File: src/rtl/btn_event_gen.sv
// Button event generator: turns a debounced, clk-synchronous button level into
// one-cycle press/release/short/long/repeat strobes plus a registered held level.
module btn_event_gen #(
  parameter int unsigned LONG_CYCLES   = 50_000_000,
  parameter int unsigned REPEAT_CYCLES = 10_000_000,
  parameter int unsigned CNT_W         = 32
) (
  input  logic clk,
  input  logic rst_n,
  input  logic btn_level,
  input  logic repeat_en,
  output logic press_pulse,
  output logic release_pulse,
  output logic short_pulse,
  output logic long_pulse,
  output logic repeat_pulse,
  output logic held
);

  // The counter reads 0 on the first edge after entering DOWN/LONG, so the
  // terminal value is one less than the period to land exactly on the period.
  localparam logic [CNT_W-1:0] LONG_LAST = CNT_W'(LONG_CYCLES - 1);
  localparam logic [CNT_W-1:0] REP_LAST  = CNT_W'(REPEAT_CYCLES - 1);

  typedef enum logic [1:0] {
    ST_IDLE = 2'd0,
    ST_DOWN = 2'd1,
    ST_LONG = 2'd2
  } state_e;

  state_e           state_q, state_d;
  logic [CNT_W-1:0] cnt_q, cnt_d;
  logic             btn_q;
  logic             rep_en_q;

  logic press_d, release_d, short_d, long_d, repeat_d, held_d;

  // State, counter and registered inputs.
  always_ff @(posedge clk or negedge rst_n) begin
    if (!rst_n) begin
      state_q  <= ST_IDLE;
      cnt_q    <= '0;
      btn_q    <= 1'b0;
      rep_en_q <= 1'b0;
    end else begin
      state_q  <= state_d;
      cnt_q    <= cnt_d;
      btn_q    <= btn_level;
      rep_en_q <= repeat_en;
    end
  end

  // Next state, counter and strobe decode.
  always_comb begin
    state_d   = state_q;
    cnt_d     = cnt_q;
    press_d   = 1'b0;
    release_d = 1'b0;
    short_d   = 1'b0;
    long_d    = 1'b0;
    repeat_d  = 1'b0;

    unique case (state_q)
      ST_IDLE: begin
        if (btn_level && !btn_q) begin
          state_d = ST_DOWN;
          cnt_d   = '0;
          press_d = 1'b1;
        end
      end

      ST_DOWN: begin
        if (!btn_level) begin
          state_d   = ST_IDLE;
          cnt_d     = '0;
          release_d = 1'b1;
          short_d   = 1'b1;
        end else if (cnt_q == LONG_LAST) begin
          state_d = ST_LONG;
          cnt_d   = '0;
          long_d  = 1'b1;
        end else begin
          cnt_d = cnt_q + CNT_W'(1);
        end
      end

      ST_LONG: begin
        if (!btn_level) begin
          state_d   = ST_IDLE;
          cnt_d     = '0;
          release_d = 1'b1;
        end else if (!repeat_en || !rep_en_q) begin
          // Disabled, or first cycle after enable: restart the repeat period.
          cnt_d = '0;
        end else if (cnt_q == REP_LAST) begin
          cnt_d    = '0;
          repeat_d = 1'b1;
        end else begin
          cnt_d = cnt_q + CNT_W'(1);
        end
      end

      default: begin
        state_d = ST_IDLE;
        cnt_d   = '0;
      end
    endcase

    held_d = (state_d == ST_LONG);
  end

  // Registered outputs; async reset clears them without waiting for a clock.
  always_ff @(posedge clk or negedge rst_n) begin
    if (!rst_n) begin
      press_pulse   <= 1'b0;
      release_pulse <= 1'b0;
      short_pulse   <= 1'b0;
      long_pulse    <= 1'b0;
      repeat_pulse  <= 1'b0;
      held          <= 1'b0;
    end else begin
      press_pulse   <= press_d;
      release_pulse <= release_d;
      short_pulse   <= short_d;
      long_pulse    <= long_d;
      repeat_pulse  <= repeat_d;
      held          <= held_d;
    end
  end

endmodule

File: config.mk
export PLATFORM = sky130hd
export DESIGN_NAME = btn_event_gen
export DESIGN_NICKNAME = d
export VERILOG_FILES = /design/src/rtl/btn_event_gen.sv
export SDC_FILE = /design/constraint.sdc
export NUM_CORES = 1
export LEC_CHECK = 0
export CAP_MARGIN = 20
export CORE_UTILIZATION = 40
export DETAILED_ROUTE_END_ITERATION = 6
export PLACE_DENSITY_LB_ADDON = 0.12
export SYNTH_ARGS = -nofsm -noshare
export SYNTH_HDL_FRONTEND = slang
export SYNTH_SLANG_ARGS = --single-unit
File: constraint.sdc
create_clock -name clk -period 3.4 [get_ports clk]
set_input_delay 0.68 -clock clk [delete_from_list [all_inputs] [get_ports clk]]
set_output_delay 0.68 -clock clk [all_outputs]
set_load 0.005 [all_outputs]
======== Word level (Yosys, flattened, before mapping) ========
Cells that the tools add are included.
W data, S select, Z words.
word-level totals
  register bits ........................... 42
  input bits .............................. 4
  output and inout bits ................... 6
  logic and storage cells ................. 48
operators by class
  add/subtract/negate cells ............... 1
  eq/ne operators ......................... 6
  mux-type cells .......................... 24
  reduce and logical (&&, ||, !) cells .... 7
operators by type and width
  cell                     count
  $mux W32                 6
  $pmux W32 S3             1
  $add A32 B1 Y32 const B  1
  $eq A32 B24 Y1 const B   1
  $eq A32 B26 Y1 const B   1
  $mux W1                  12
  $mux W2                  4
  $pmux W2 S3              1
  $eq A2 B2 Y1 const B     2
  $logic_not A1 Y1         3
  $eq A2 B1 Y1 const B     1
  $logic_not A2 Y1         1
  $ne A2 B2 Y1 const B     1
  $reduce_or A2 Y1         1
  $logic_and A1 B1 Y1      1
  $logic_or A1 B1 Y1       1

======== Longest topological paths before layout ========
Gate-level depths: netlist (run 1).
  depth in word-level cells ............... 5
  mapped depth ............................ 9
  gate-level depth less buffers ........... 7

======== Worst setup path after synthesis (run 1) ========
Ideal clock, no wire load.
  path type ............................... register -> register
  start point ............................. register cnt_q[17]
  end point ............................... register cnt_q[29]
  setup time .............................. 0.126 ns
  arrival ................................. 2.288 ns
  data required time ...................... 3.274 ns
  path slack .............................. 0.986 ns
  cell stages (with the launch flop) ...... 8
  path buffers ............................ 1
  period minus slack after synthesis ...... 2.414 ns
  path through ............................ dfrtp_1 -> or4b_1 -> or4_1 -> a22oi_2 -> a21boi_2 -> buf_6 -> and3_1 -> a221o_1
on the way
  word-level cells in the longest chain between the ends .. 5
  elaborated cells on any way between the ends .. 9
  classes of those cells .................. 1 x add/sub; 2 x eq/ne; 6 x mux
RTL lines
  what                                                      RTL line    RTL
  from (decl)                                               32          logic [CNT_W-1:0] cnt_q, cnt_d;
  from (signal assigned)                                    47          cnt_q <= cnt_d;
  $add A32 B1 Y32 / $eq A32 B24 Y1 (equally long branches)  83, 99, 95
  $mux W32                                                  95          end else if (cnt_q == REP_LAST) begin
  $mux W32                                                  92          end else if (!repeat_en || !rep_en_q) begin
  $mux W32                                                  88          if (!btn_level) begin
  $pmux W32 S3 (*)                                          63          unique case (state_q)
Every way passes the cells marked *; elsewhere a longest branch is shown, timed or not.
A chain may end at the register's enable or synchronous reset.

======== Worst setup path in the final report (run 1) ========
  start point ............................. register cnt_q[17]
  end point ............................... register cnt_q[22]
Same word-level chain as after synthesis.

==> results of run 1 <==
[cells in the final DEF, fill, tap and decap left out, drive strengths merged, types with 4 or more instances in the layout]
cell           instances
dfrtp                 42
nand2                 33
nor2                  24
inv                   15
nand3                 14
a22o                  13
nand4                 12
a21oi                 12
a21o                  11
and3                  10
nor3                   8
clkdlybuf4s50          8
buf                    7
o21ai                  6
o22ai                  6
ha                     6
clkbuf                 6
and2                   4
nor4                   4
or3                    4
nand2b                 4
and4                   4
or2                    4
[power by group through the flow]
| stage | logic (mW) | registers [mW] | clock network (mW) |
|---|---|---|---|
| floorplan | 0.222 | 0.542 | 0 |
| global placement | 0.317 | 0.544 | 0 |
| detailed placement | 0.320 | 0.544 | 0 |
| CTS | 0.320 | 0.535 | 0.337 |
| global route | 0.358 | 0.538 | 0.356 |
| finish | 0.317 | 0.535 | 0.326 |
[cell type report]
class | instances | area share
Multi-Input combinational cell | 204 | 0.469
Inverter | 15 | 0.0212
Tap cell | 72 | 0.0339
Timing Repair Buffer | 15 | 0.0490
Clock buffer | 6 | 0.0311
Sequential cell | 42 | 0.396
[state kept, by name, summed over array words and instances, names as in the netlist]
name	count
state_q	2
repeat_pulse	1
long_pulse	1
btn_q	1
held	1
short_pulse	1
rep_en_q	1
press_pulse	1
cnt_q	32
release_pulse	1
[cells in the mapped netlist (6+ instances only)]
| library cell | number | share of area |
|---|---|---|
| nand4_1 | 12 | 0.031 |
| a22o_1 | 13 | 0.047 |
| a21oi_1 | 12 | 0.025 |
| o21ai_0 | 6 | 0.012 |
| and3_1 | 10 | 0.026 |
| nand3_1 | 14 | 0.029 |
| a21o_1 | 11 | 0.034 |
| nor2_1 | 24 | 0.037 |
| inv_1 | 15 | 0.023 |
| dfrtp_1 | 42 | 0.44 |
| o22ai_1 | 6 | 0.016 |
| nor3_1 | 8 | 0.017 |
| nand2_1 | 33 | 0.051 |
| ha_1 | 6 | 0.031 |
| clkbuf_1 | 7 | 0.011 |
[per-layer routing]
| metal | wire length (um) | up-vias | track usage |
|---|---|---|---|
| li1 | - | 1009 | - |
| met1 | 2760 | 962 | 0.278 |
| met2 | 2580 | 41 | 0.307 |
| met3 | 227 | 6 | 0.0400 |
| met4 | 80 | 0 | 0.0855 |
| met5 | 0 | - | 0 |
[metrics by stage]
| stage | worst slack [ps] | power [mW] | util | area [um2] |
|---|---|---|---|---|
| final | 668 | 1.18 | 0.471 | 2660 |
| after floorplan | 986 | 0.763 | - | 2410 |
| after global routing | 491 | 1.25 | 0.471 | 2660 |
| after detailed placement | 475 | 0.864 | 0.456 | 2570 |
| after CTS | 635 | 1.19 | 0.471 | 2660 |
| after global placement | 542 | 0.861 | 0.456 | 2570 |
[cells by family after synthesis]
group | after synthesis
simple gates | 134
compound gates | 61
flops | 42
buf+inv | 27
fa+ha+maj | 6
mux | 3
[worst max-delay path by stage]
| stage | from | endpoint | slack [ps] | cells past startpoint |
|---|---|---|---|---|
| 5_1_grt | cnt_q[17] | cnt_q[22] | 490 | 7 |
| 2_1_floorplan | cnt_q[17] | cnt_q[29] | 990 | 7 |
| 6_report | cnt_q[17] | cnt_q[22] | 670 | 7 |
| 4_1_cts | cnt_q[17] | cnt_q[22] | 630 | 7 |
| 3_5_place_dp | btn_level | cnt_q[9] | 480 | 7 |
| 3_3_place_gp | btn_level | cnt_q[16] | 540 | 7 |
==> metrics, run 1 <==
synth warn 0; first-pass GRT wire length 9720 um; Routed WL per cell 16.0 um; # IOs 10; Least-Margin Pin Slew 955 ps; setup_tns 0 ps; Peak VDD IR 0.177 mV; Final ANT Viol Nets 0; clk buf depth 2; largest net degree at the start of global routing 43; EDFF count, synth 0; worst path arrival time 2890 ps; share of cells above drive strength 1 0.0780; post-synthesis xor/xnor area fraction 0; clk_lat worst skew 300 ps; via count 2,018; IO buf count 9; drt total wl 5650 um; crit end category register; chip width 79.6 um; Post-Syn Area 2410 um2; Cell Pwr Density 444 nW/um2; Clock transition at path regs 80 ps; Setup Skew 5.48 ps; Post-Syn Instances 273; initial antenna violation count 0; R2R cell count 7; Area Growth Syn to Fin 10.2%; Vias per Instance 5.70; worst reg-to-reg setup slack 670 ps; combinational share of power 0.269; starting density of the core 0.427; gpl congestion 0.840; grt total ovfl 0; crit start category register; Required @ worst endpoint 3560 ps; die height 79.6 um; cts hold-fix bufs 0; Max Fclk 366 MHz; FP Rows 27; post-synthesis adder-cell area fraction 0.0312; Non-Filler Instances 354; worst-path fanout max 17; Sw Share 0.320; main combinational cell family by area after synthesis simple AND/OR/NAND/NOR gates; die area 6340 um2; post-route minimum period 2730 ps; HPWL Detailed 3960 um; TritonCTS clock tree done; #FFs+latches synth 42; Top FF cell, synth dfrtp_1; post-synth cell types 39; Hold WS 531 ps; final hold violation count 0; CP max stage cell or4_1; post-synthesis compound-gate area fraction 0.183; RR Startpoint cnt_q[17]; LEAKAGE 1.18 nW; total track usage 0.202; placed cell count 348; Num CTS Buffers 5; Clock Power Share 0.277; n_diodes 0; Max-Cap Viols 0; Buf+Inv Stages, Crit Path 1; PostCTS Resize Cnt 0; H-tree depth 2; multiplexer share of the synthesized area 0.0140; Initial DRT Pass Iterations 4; CP cell instances or4b_1 > or4_1 > a22oi_2 > a21boi_2 > buf_4 > nand2_1 > o311ai_0; Core ar. 5640 um2; Root Driver clkbuf_8; Register Area 1050 um2; multi-input combinational cell area 1240 um2; vias in the first global route 1,911; # setup viols final 0; sequential group share of total power 0.454; RSZ-0062 raised after global routing false; Setup Buffers After CTS 0; Cell Int Power 0.801 mW; clk sink count 42; fin nets 293; Slew Viols, Final 0; Final period util 0.803; DRC 0; share of the yosys chip area belonging to registers 0.436; Worst path max stage delay 580 ps; DRC marker count from the first detailed-route iteration 80; Mapped Avg Cell Area 8.83 um2; syn nets 283; Net Sw Power 0.377 mW; Worst Hold Class in2async; fillers 545; status finished, final reports clean; Max-slew headroom 0.363; Crit Reg-Reg Endpoint cnt_q[22]; Setup Crit Path Kind reg2reg; critical path's top delay family simple AND/OR/NAND/NOR gates; Async SR Flop Fraction 1.00; simple-gate share of the synthesized area 0.288
Power figures use the tool's default switching activity.
==> run 2, diff against run 1 <==
clock period = 2.5 ns   (was 3.4 ns; I/O delays follow)
==> run 2 against run 1 <==
Sequential power grew 36%; sequential cell count stayed put; via count up 5.3%; routed wire length up 11%; highest routed layer unchanged; fmax is 13% higher.
==> metrics, run 2 (same netlist as run 1, synthesis figures left out) <==
LEAKAGE 1.34 nW (+14%); Cell Pwr Density 661 nW/um2 (+49%); DRC marker count from the first detailed-route iteration 88 (+10%); Slew Viols, Final 0 (unchanged); starting density of the core 0.427 (unchanged); Setup Skew 4.73 ps (-0.751 ps); status finished, final reports clean; clk sink count 42 (unchanged); worst-path fanout max 8 (-9); CP cell instances or4b_4 > or4_4 > a22oi_2 > a21boi_4 > buf_6 > and3_1 > a221o_1; gpl congestion 0.820 (-2.3%); Area Growth Syn to Fin 22.0%; die height 79.6 um (unchanged); cell area after layout 2940 um2 (+11%); highest-count cells in the layout ignoring fill and taps dfrtp_1, nand2_1, nor2_1; final worst slack 83.0 ps (-585 ps); pre-CTS setup slack -17.2 ps (-492 ps); RSZ-0062 raised after global routing false; final hold violation count 0 (unchanged); Core ar. 5640 um2 (unchanged); Num CTS Buffers 5 (unchanged); TritonCTS clock tree done; DRC 0 (unchanged); Register Area 1050 um2 (unchanged); Setup Crit Path Kind reg2reg; Clock transition at path regs 90 ps (about the same); Most flops, register cnt_q; Max-Cap Viols 0 (unchanged); top flop regs cnt_q x32, state_q x2; commonest non-fill, non-tap cell in the layout dfrtp_1; first-pass GRT wire length 10,000 um (+3.1%); worst reg-to-reg setup slack 80 ps (-590 ps); CP max stage cell or4b_4; share of cells above drive strength 1 0.167 (+0.0887); # IOs 10 (unchanged); fillers 528 (-3.1%); worst path arrival time 2600 ps (-290 ps); post-route minimum period 2420 ps (-315 ps); clk buf depth 2 (unchanged); Final ANT Viol Nets 0 (unchanged); Least-Margin Pin Slew 474 ps (-482 ps); drt total wl 6260 um (+11%); HPWL Detailed 4220 um (+6.5%); largest net degree at the start of global routing 29 (-33%); Worst path max stage delay 530 ps (-50 ps); Required @ worst endpoint 2690 ps (-870 ps); max FFs per register 32 (unchanged); crit end category register; clk_lat worst skew 300 ps (about the same); RR Startpoint cnt_q[17]; Root Driver clkbuf_8; FP Rows 27 (unchanged); Max Fclk 414 MHz (+13%); die area 6340 um2 (unchanged); Vias per Instance 5.62 (-1.4%); chip width 79.6 um (unchanged); H-tree depth 2 (unchanged); Crit Reg-Reg Endpoint cnt_q[25]; Area after DPL 2730 um2 (+6.2%); initial antenna violation count 0 (unchanged); IO buf count 9 (unchanged); n_diodes 0 (unchanged); fin nets 315 (+7.5%); grt total ovfl 0 (unchanged); Initial DRT Pass Iterations 4 (unchanged); Worst Hold Class in2async; crit start category register; via count 2,125 (+5.3%); Max-slew headroom 0.682 (+0.319); multi-input combinational cell area 1270 um2 (+2.4%); total track usage 0.210 (+0.00756); R2R cell count 7 (unchanged); vias in the first global route 1,991 (+4.2%); total power 1.94 mW (+65%); Routed WL per cell 16.6 um (+3.8%); Final period util 0.967 (+0.163); Peak VDD IR 0.368 mV (+110%); cts hold-fix bufs 0 (unchanged); # setup viols final 0 (unchanged)
==> run 2: worst max-delay path: cells and delay by family (launching register included) <==
kind / cells / cell delay [ps]
simple gates: 3 / 1190
flops: 1 / 380
compound gates: 3 / 570
buf+inv: 1 / 160
==> run 2: layout make-up <==
| class | instances | share of cell area |
|---|---|---|
| well taps | 72 | 0.0307 |
| flip-flops and latches | 42 | 0.358 |
| clock buffers | 6 | 0.0281 |
| inverters | 15 | 0.0192 |
| clock inverters | 2 | 0.0204 |
| repair buffers | 37 | 0.110 |
| multi-input cells | 204 | 0.434 |
==> run 2: timing repair <==
item / 4_1_cts / 5_1_grt
setup buffers: 0 / 1
setup endpoints to repair: 6 / 19
pin swaps: 0 / 4
resized for setup: 3 / 6
gates cloned: 0 / 3
==> run 2: metal layers <==
layer,GRT usage,share of wire,vias up
met2,0.324,0.46,34
met3,0.0343,0.026,9
met1,0.289,0.49,1020
met5,0,0,-
met4,0.0855,0.020,0
li1,-,-,1062
==> run 2: where the power goes <==
group / switching (mW) / internal, mW / leakage, nW
registers: 0.0229 / 0.704 / 0.579
clock network: 0.251 / 0.426 / 0.0714
logic: 0.299 / 0.239 / 0.688
==> run 2: worst max-delay path by stage <==
stage	cells past startpoint	to	startpoint
floorplan	7	cnt_q[29]	cnt_q[17]
global placement	7	cnt_q[25]	cnt_q[17]
detailed placement	7	cnt_q[27]	cnt_q[17]
CTS	8	cnt_q[9]	cnt_q[17]
global route	7	cnt_q[25]	cnt_q[17]
finish	7	cnt_q[25]	cnt_q[17]
==> run 2: per-stage QoR <==
stage	hold slack [ps]	cells	util	TNS (ps)
2_1_floorplan	204	273	-	0
3_3_place_gp	418	366	0.484	0
3_5_place_dp	416	366	0.484	-43.6
4_1_cts	88.4	374	0.512	0
5_1_grt	95.3	378	0.521	0
6_report	84.9	378	0.521	0
==> run 3, diff against run 2 <==
CAP_MARGIN = 0   (was 20)
CORE_UTILIZATION = 45   (was 40)
==> run 3 against run 2 <==
The flow now finishes with violations (setup timing); clock skew up 8.2 ps; final cell count did not move; critical path depth did not move; via count is 1.5% higher; non-clock buffer count up 1.
==> metrics, run 3 (same netlist as run 1, synthesis figures left out) <==
status finished, violations left; failing checks setup timing; top flop regs cnt_q x32, state_q x2; TritonCTS clock tree done; Required @ worst endpoint 2660 ps (-30 ps); Most flops, register cnt_q; vias in the first global route 1,944 (-2.4%); FP Rows 26 (-3.7%); DRC marker count from the first detailed-route iteration 94 (+6.8%); critical path's top delay family simple AND/OR/NAND/NOR gates; worst-path fanout max 6 (-2); cts hold-fix bufs 0 (unchanged); RSZ-0062 raised after global routing true; Clock transition at path regs 90 ps (about the same); n_diodes 0 (unchanged); starting density of the core 0.469 (+0.0417); Routed WL per cell 16.4 um (-1.3%); met1 wire length 3000 um (-3.0%); Root Driver clkbuf_8; via count 2,156 (+1.5%); crit start category register; DRC 0 (unchanged); first-pass GRT wire length 9760 um (-2.6%); fin nets 317 (+0.63%); Slew Viols, Final 0 (unchanged); total track usage 0.237 (+0.0275); crit end category register; H-tree depth 2 (unchanged); gpl congestion 0.865 (+5.5%); clk buf depth 2 (unchanged); Max Fclk 397 MHz (-4.0%); chip width 75.2 um (-5.6%); HPWL Detailed 4220 um (+0.19%); share of cells above drive strength 1 0.166 (-0.00108); Setup crit start cnt_q[21]; Initial DRT Pass Iterations 4 (unchanged); Least-Margin Pin Slew 421 ps (-52.7 ps); Core ar. 5140 um2 (-8.9%); max FFs per register 32 (unchanged); Worst path max stage delay 520 ps (about the same); Vias per Instance 5.70 (+1.5%); Num CTS Buffers 5 (unchanged); Setup Skew 12.9 ps (+8.17 ps); Max-slew headroom 0.717 (+0.0354); worst path arrival time 2680 ps (+80 ps); initial antenna violation count 0 (unchanged); Cell Pwr Density 602 nW/um2 (-8.9%); Hold WS 74.7 ps (-10.2 ps); drt total wl 6180 um (-1.3%); Final ANT Viol Nets 0 (unchanged); clk_lat worst skew 300 ps (about the same); # setup viols final 2 (+2); Final period util 1.01 (+0.0398); post-route minimum period 2520 ps (+99.5 ps); met2 WL 2870 um (-0.73%); Peak VDD IR 0.332 mV (-9.8%); setup_tns -26.3 ps (-26.3 ps); die height 75.2 um (-5.6%); fillers 492 (-6.8%); pre-CTS setup slack -71.8 ps (-54.6 ps); Setup Crit Path Kind reg2reg; highest-count cells in the layout ignoring fill and taps dfrtp_1, nand2_1, buf_4; final hold violation count 0 (unchanged); # IOs 10 (unchanged); CP max stage cell or4b_1; Worst Hold Class in2async; commonest non-fill, non-tap cell in the layout dfrtp_1; multi-input combinational cell area 1300 um2 (+1.7%); largest net degree at the start of global routing 30 (+3.4%); die area 5650 um2 (-11%); Register Area 1050 um2 (unchanged); LEAKAGE 1.32 nW (-1.4%); grt total ovfl 0 (unchanged); RR Startpoint cnt_q[21]; IO buf count 9 (unchanged); final worst slack -16.5 ps (-99.5 ps); CP cell instances or4b_1 > or4_4 > a22oi_2 > a21boi_4 > nand2_1 > buf_4 > o22ai_1; Buf+Inv Stages, Crit Path 1 (unchanged); clk sink count 42 (unchanged); Area Growth Syn to Fin 21.1%; Max-Cap Viols 0 (unchanged); met3 wire len 245 um (+50%); Max Used Layer met4
==> run 3: changes by cell type in the layout (fill, tap and decap cells not counted), sizes merged <==
cell	previous run	this run
a21boi	1	2
clkbuf	6	7
buf	29	30
bufinv	2	0
clkinv	0	1
==> run 3: area by class of cell <==
type / instances / area share
multi-input cells: 205 / 0.444
clock buffers: 7 / 0.0296
well taps: 70 / 0.0300
repair buffers: 38 / 0.115
flip-flops and latches: 42 / 0.360
inverters: 15 / 0.0193
clock inverters: 1 / 0.00172
==> run 3: metrics by stage <==
step	util	std cells	instance area (um2)	total power, mW
after floorplan	-	273	2410	1.04
after global placement	0.532	366	2730	1.23
after detailed placement	0.532	366	2730	1.23
after CTS	0.564	378	2900	1.75
after global routing	0.568	378	2920	1.86
final	0.568	378	2920	1.76
==> run 3: worst paths after layout <==
check                              endpoint  slack (ps)  cells past startpoint
worst max-delay path              cnt_q[10]         -20                      7
worst min-delay path            press_pulse          70                      1
worst max register to register    cnt_q[10]         -20                      7
worst min register to register     cnt_q[6]         520                      1
max in group asynchronous         cnt_q[10]        1720                      2
min in group clk                   cnt_q[6]         520                      1
==> run 3: power by group <==
group          switching (mW)  total, mW  internal [mW]
registers              0.0224      0.727          0.704
logic                   0.304      0.563          0.259
clock network           0.244      0.468          0.223
==> run 3: repair_timing <==
action / 4_1_cts / 5_1_grt
gates cloned: 2 / 0
endpoints found under the setup margin: 16 / 27
setup buffers: 2 / 0
resized for setup: 5 / 2
pin swaps: 4 / 1
==> run 3: routing by layer <==
metal,global-route usage,up-vias
li1,-,1063
met1,0.322,1036
met2,0.391,48
met3,0.0455,9
met4,0.0576,0
met5,0,-
